## config.mk

```make
export PLATFORM = sky130hd
export DESIGN_NAME = demux_tdm_2ch
export DESIGN_NICKNAME = d
export VERILOG_FILES = /design/src/rtl/demux_tdm_2ch.sv
export SDC_FILE = /design/constraint.sdc
export NUM_CORES = 1
export LEC_CHECK = 0
export ABC_CLOCK_PERIOD_IN_PS = 1660
export BUFFER_PORTS_ARGS = -buffer_cell sky130_fd_sc_hd__buf_2
export CORE_UTILIZATION = 50
export CTS_CLUSTER_SIZE = 10
export DETAILED_ROUTE_END_ITERATION = 10
export PLACE_DENSITY_LB_ADDON = 0.25
export SYNTH_ARGS = -nofsm -noshare
export SYNTH_HDL_FRONTEND = slang
export SYNTH_SLANG_ARGS = --single-unit
```

## constraint.sdc

```tcl
create_clock -name clk -period 1.66 [get_ports clk]
set_input_delay 0.166 -clock clk [delete_from_list [all_inputs] [get_ports clk]]
set_output_delay 0.166 -clock clk [all_outputs]
set_load 0.02 [all_outputs]
```

## src/rtl/demux_tdm_2ch.sv

```systemverilog
// Two-slot TDM demultiplexer: splits an interleaved slot0/slot1 stream into
// paired channel samples behind a valid/ready output register.
module demux_tdm_2ch #(
  parameter int WIDTH = 8
) (
  input  logic             clk,
  input  logic             rst_n,
  input  logic [WIDTH-1:0] in_data,
  input  logic             in_valid,
  input  logic             in_sof,
  output logic             in_ready,
  output logic [WIDTH-1:0] ch0_data,
  output logic [WIDTH-1:0] ch1_data,
  output logic             out_valid,
  input  logic             out_ready,
  output logic             sync_err
);

  typedef enum logic [1:0] {
    HUNT  = 2'd0,
    SLOT0 = 2'd1,
    SLOT1 = 2'd2
  } state_t;

  state_t           state, state_next;
  logic [WIDTH-1:0] stage0;
  logic             accept;
  logic             load_stage;
  logic             complete;
  logic             err_next;

  // Only a completing slot-1 beat can collide with an unconsumed frame.
  assign in_ready = !((state == SLOT1) && out_valid && !out_ready);
  assign accept   = in_valid && in_ready;

  always_comb begin
    state_next = state;
    load_stage = 1'b0;
    complete   = 1'b0;
    err_next   = 1'b0;
    if (accept) begin
      unique case (state)
        HUNT: begin
          if (in_sof) begin
            load_stage = 1'b1;
            state_next = SLOT1;
          end
        end
        SLOT0: begin
          if (in_sof) begin
            load_stage = 1'b1;
            state_next = SLOT1;
          end else begin
            err_next   = 1'b1;
            state_next = HUNT;
          end
        end
        SLOT1: begin
          if (in_sof) begin
            err_next   = 1'b1;
            load_stage = 1'b1;
          end else begin
            complete   = 1'b1;
            state_next = SLOT0;
          end
        end
        default: state_next = HUNT;
      endcase
    end
  end

  always_ff @(posedge clk or negedge rst_n) begin
    if (!rst_n) begin
      state     <= HUNT;
      stage0    <= '0;
      ch0_data  <= '0;
      ch1_data  <= '0;
      out_valid <= 1'b0;
      sync_err  <= 1'b0;
    end else begin
      state    <= state_next;
      sync_err <= err_next;
      if (load_stage) stage0 <= in_data;
      if (complete) begin
        ch0_data  <= stage0;
        ch1_data  <= in_data;
        out_valid <= 1'b1;
      end else if (out_ready) begin
        out_valid <= 1'b0;
      end
    end
  end

endmodule

```

; Word level (Yosys, flattened, before mapping)
; Cells that the tools add are included.
[classes]
n_addsub = 0
n_mul = 0
div_mod_pow = 0
n_lt_le_gt_ge = 0
eq_ne = 4
shift = 0
n_mux = 14
bitwise = 0
n_reduce_logical = 9
[ops]
columns = cell, count
row1 = $mux 1, 9
row2 = $mux 2, 3
row3 = $pmux 2 s3, 1
row4 = $ne 2x2->1 const B, 2
row5 = $logic_and 1x1->1, 3
row6 = $reduce_and 3->1, 1
row7 = $reduce_or 3->1, 1
row8 = $eq 2x1->1 const B, 1
row9 = $eq 2x2->1 const B, 1
row10 = $logic_not 1->1, 2
row11 = $logic_not 2->1, 1
row12 = $pmux 1 s2, 1
row13 = $reduce_bool 2->1, 1
[totals]
reg_bits = 28
latchBits = 0
ramBits = 0
rom_bits = 0
input_bits = 13
out_inout_bits = 19
word_cells = 33
memories = 0

; Longest topological paths before layout
[logic_depth]
word_depth = 7
depth_mapped = 4
ltp_nobuf = 3

; Worst setup path after synthesis
; No wires, ideal clock.
[synth_timing]
path_type = flip-flop to flip-flop
start = register out_valid
end = register ch0_data[0]
setup_ns = 0.125
t_arrival_ns = 1.290
required_ns = 1.535
path_slack_ns = 0.245
stages_incl_launch_ff = 5
path_buffers = 1
period_less_slack_ns = 1.415
cell_sequence = dfrtp_1 nand2b_1 nand4b_4 buf_6 mux2_4
[synth_between]
elab_chain_len = 5
[synth_lines]
columns = item, line
row1 = start: declaration, 14  ; output logic out_valid,
row2 = start signal: assignment, 78  ; out_valid <= 1'b0;
row3 = start signal: assignment, 87  ; out_valid <= 1'b1;
row4 = start signal: assignment, 89  ; out_valid <= 1'b0;
row5 = $logic_and 1x1->1 (2 in series), 33  ; assign in_ready = !((state == SLOT1) && out_valid && !out_ready);
row6 = $logic_not 1->1, 33
row7 = $logic_and 1x1->1, 34  ; assign accept = in_valid && in_ready;
row8 = $mux 1, 41  ; if (accept) begin
row9 = end signal: assignment, 85  ; ch0_data <= stage0;
row10 = end: declaration, 12  ; output logic [WIDTH-1:0] ch0_data,
; No other way between the ends.
; A chain may end at the register's enable or synchronous reset.

; Final worst setup path
[layout_timing]
start = register state[0]
end = register ch1_data[4]
[layout_between]
elab_chain_len = 6
elab_cells_between_ends = 7
classes_between = 1 x eq/ne / 2 x mux / 4 x reduce/logical
[layout_lines]
columns = item, line
row1 = start: declaration, 25  ; state_t state, state_next;
row2 = start signal: assignment, 81  ; state <= state_next;
row3 = $eq 2x2->1 *, "33, 42"
row4 = $logic_and 1x1->1 (2 in series), 33
row5 = $logic_not 1->1, 33
row6 = $logic_and 1x1->1, 34
row7 = $mux 1 *, 41
row8 = end signal: assignment, 86  ; ch1_data <= in_data;
row9 = end: declaration, 13  ; output logic [WIDTH-1:0] ch1_data,
; Every way passes the cells marked *; elsewhere a longest branch is shown, timed or not.

==> flow_summary_export.csv <==
group,metric,value,unit
power,irDropWorstVdd,0.8547,mV
min_path,worstHoldPathType,"in2reg",
global_routing,grt_pass1_wl,2884,um
place,dp_hpwl,1210,um
route,routed_wirelength,1702,um
layout,area_added_between_synthesis_and_finish,20.44,%
route,route.detailed.wl_per_inst,12.89,um
layout,share_of_layout_cells_above_drive_strength_1,60.95,%
clock_network,number_of_buffers_added_by_the_clock_tree_synthesis_step,3,
logic_synthesis,synth.lib_cells_used.distinct,16,
sta,worst-slew-pin-transition,0.5980,ns
logic_synthesis,netlist.top_cell.by_area,"sky130_fd_sc_hd__dfrtp_1",
power,power.density,1466,nW/um^2
place,gp_congestion,0.7054,
clock_network,clock_sink_count,28,
logic_synthesis,synth_area,1132,um^2
route,ant_nets,0,
place,place_ws,0.09577,ns
sta,max_freq,640.9,MHz
setup_path,critPathMaxFanout,18,
logic_synthesis,synth_fp_nets,82,
route,vias_per_std_cell,4.939,
clock_network,cts.repair_timing.setup_buffer_count,0,
run,maxCapViolCount,0,
sta,hold_slack,0.08198,ns
sta,rsz0062_at_grt,"no",
clock_network,cts_max_path_buffers,2,
sta,timing.final.crit_period,1.560,ns
logic_synthesis,synth_top_cells_by_area,"sky130_fd_sc_hd__dfrtp_1 62%, sky130_fd_sc_hd__mux2_2 16%, sky130_fd_sc_hd__mux2_4 11%, sky130_fd_sc_hd__nand4b_4 2.1%, sky130_fd_sc_hd__o2111ai_2 1.3%",
clock_network,ctsRootBufferMaster,"sky130_fd_sc_hd__clkbuf_4",
clock_network,cts.reportedPaths.clkPinSlew,0.14,ns
global_routing,grt_util_met1,18.72,%
clock_network,htree_levels,1,
layout,final_common_cell,"sky130_fd_sc_hd__buf_2",
setup_path,worst-endpoint-arrival,1.77,ns
layout,layout_common_cells,"31 x sky130_fd_sc_hd__buf_2, 28 x sky130_fd_sc_hd__dfrtp_1, 16 x sky130_fd_sc_hd__mux2_2, 8 x sky130_fd_sc_hd__mux2_4",
global_routing,overflow,0,
clock_network,tritoncts,"yes",
sta,setup-violations-final,0,
global_routing,largest_net_degree_at_the_start_of_global_routing,29,
logic_synthesis,ys_seq_area_share,61.88,%
route,vias_post_dr,652,
sta,setup-tns-final,0,ns
global_routing,global_route.peak_usage_layer,"met2",
setup_path,critPathLaunchType,"flip-flop",
sta,hold_violations,0,
place,detailed_place.area,1318,um^2
global_routing,number_of_global_route_vias_before_repair,666,
logic_synthesis,yosys_warnings,0,
global_routing,use_met3,4.012,%
die,ios,32,
sta,timing.clock.skew,0.004880,ns
clock_network,worstSkewPairLatency,0.31,ns
sta,timing_max_transition_violations_final,0,
route,detailedRoute.firstIterationViolations,3,
die,initial_utilization,55.45,%
setup_path,worstSetupEndpointType,"flip-flop",
logic_synthesis,syn_area_per_cell,16.41,um^2
logic_synthesis,postSynthRegisterBits,28,
global_routing,globalRouteTotalUtil,15.60,%
global_routing,antenna_found_initial,0,
die,overall_die_height,49.59,um
sta,max_slew_margin,60.13,%
setup_path,worst_ep_required_time,1.87,ns
route,drc_violations_left,0,
logic_synthesis,yosysTopAreaCellShare,61.88,%
layout,fin_nets,119,
clock_network,cts_repair_resized_insts,0,
clock_network,cts_hold_repair.buffers,1,
outcome,status,"completed",
logic_synthesis,post_synth_inst_count,69,
die,die_area,2459,um^2
route,drt_first_pass_iters,4,
layout,fin_area,1364,um^2
sta,finalCritPeriodShare,93.99,%
layout,antennaDiodeCount,0,
die,floorplan.core_area,2042,um^2
sta,fin_ws,0.09978,ns
power,power_leakage,0.6824,nW
place,portBuffers,31,
global_routing,use_met2,26.80,%
setup_path,criticalPathCategory,"reg2reg",
die,placementRows,16,
die,die_wd,49.59,um
-- path summary, 6_finish.rpt --
| kind | from | end | slack, ns | depth (start not counted) |
|---|---|---|---|---|
| max | state[0] | ch1_data[4] | 0.1 | 3 |
| min | in_data[7] | ch1_data[7] | 0.08 | 2 |
| max reg2reg | state[0] | ch1_data[4] | 0.1 | 3 |
| min reg2reg | stage0[3] | ch0_data[3] | 0.52 | 1 |
| max in group asynchronous | rst_n | stage0[4] | 0.89 | 2 |
| min in group asynchronous | rst_n | ch0_data[0] | 0.38 | 2 |
-- metal layers --
metal	part of all wire [%]	wire, um
met3	5.4	92
met1	48	813
met2	46	780
met4	0.88	15
met5	0	0
-- report_power, final --
group / internal (W) / switching (W) / total, W
Combinational: 0.000334 / 0.000364 / 0.000698
Sequential: 0.000886 / 0.000101 / 0.000987
Clock: 0.000134 / 0.000180 / 0.000314
Total: 0.00135 / 0.000646 / 0.00200
-- stage by stage --
stage	utilization (%)	total power (W)	std cells
after floorplan	-	0.001467	69
after global placement	64.52	0.001687	127
after detailed placement	64.52	0.001707	127
after CTS	66.79	0.002024	132
after global routing	66.79	0.002108	132
final	66.79	0.001999	132
-- synthesized netlist by cell type, drive strengths merged --
master and instances:
dfrtp 28, nor2 1, o2111ai 1, and2b 1, nor3b 1, nand4b 1, buf 1, mux2 24
a21oi 1, inv 1, nand2 3, o21ai 2, or2b 2, nand2b 1, a21bo 1
-- sequential cells by signal (all words and copies together) (netlist names) --
| signal | count |
|---|---|
| stage0 | 8 |
| ch1_data | 8 |
| out_valid | 1 |
| state | 2 |
| sync_err | 1 |
| ch0_data | 8 |
-- cell type report --
cell class                      instances  area, um^2
Multi-Input combinational cell         39       416.7
Sequential cell                        28       700.7
Inverter                                1       3.754
Timing Repair Buffer                   33       172.7
Fill cell                             162       678.2
Tap cell                               27       33.78
Clock buffer                            4       36.28
-- critical path, stage by stage, from the launching register on --
cell                       delay [ns]
sky130_fd_sc_hd__dfrtp_1         0.43
sky130_fd_sc_hd__and2b_2         0.27
sky130_fd_sc_hd__nand4b_4        0.34
sky130_fd_sc_hd__mux2_4          0.41
-- logic make-up after synthesis --
logic type             count (synthesis)  share of synthesized area, %
AO/OA/AOI/OAI                          5                         3.535
buffers and inverters                  2                         1.326
flip-flops                            28                         61.88
multiplexers                          24                         26.52
AND/OR/NAND/NOR                       10                         6.740
No activity file was read; power rests on OpenSTA's default activity.
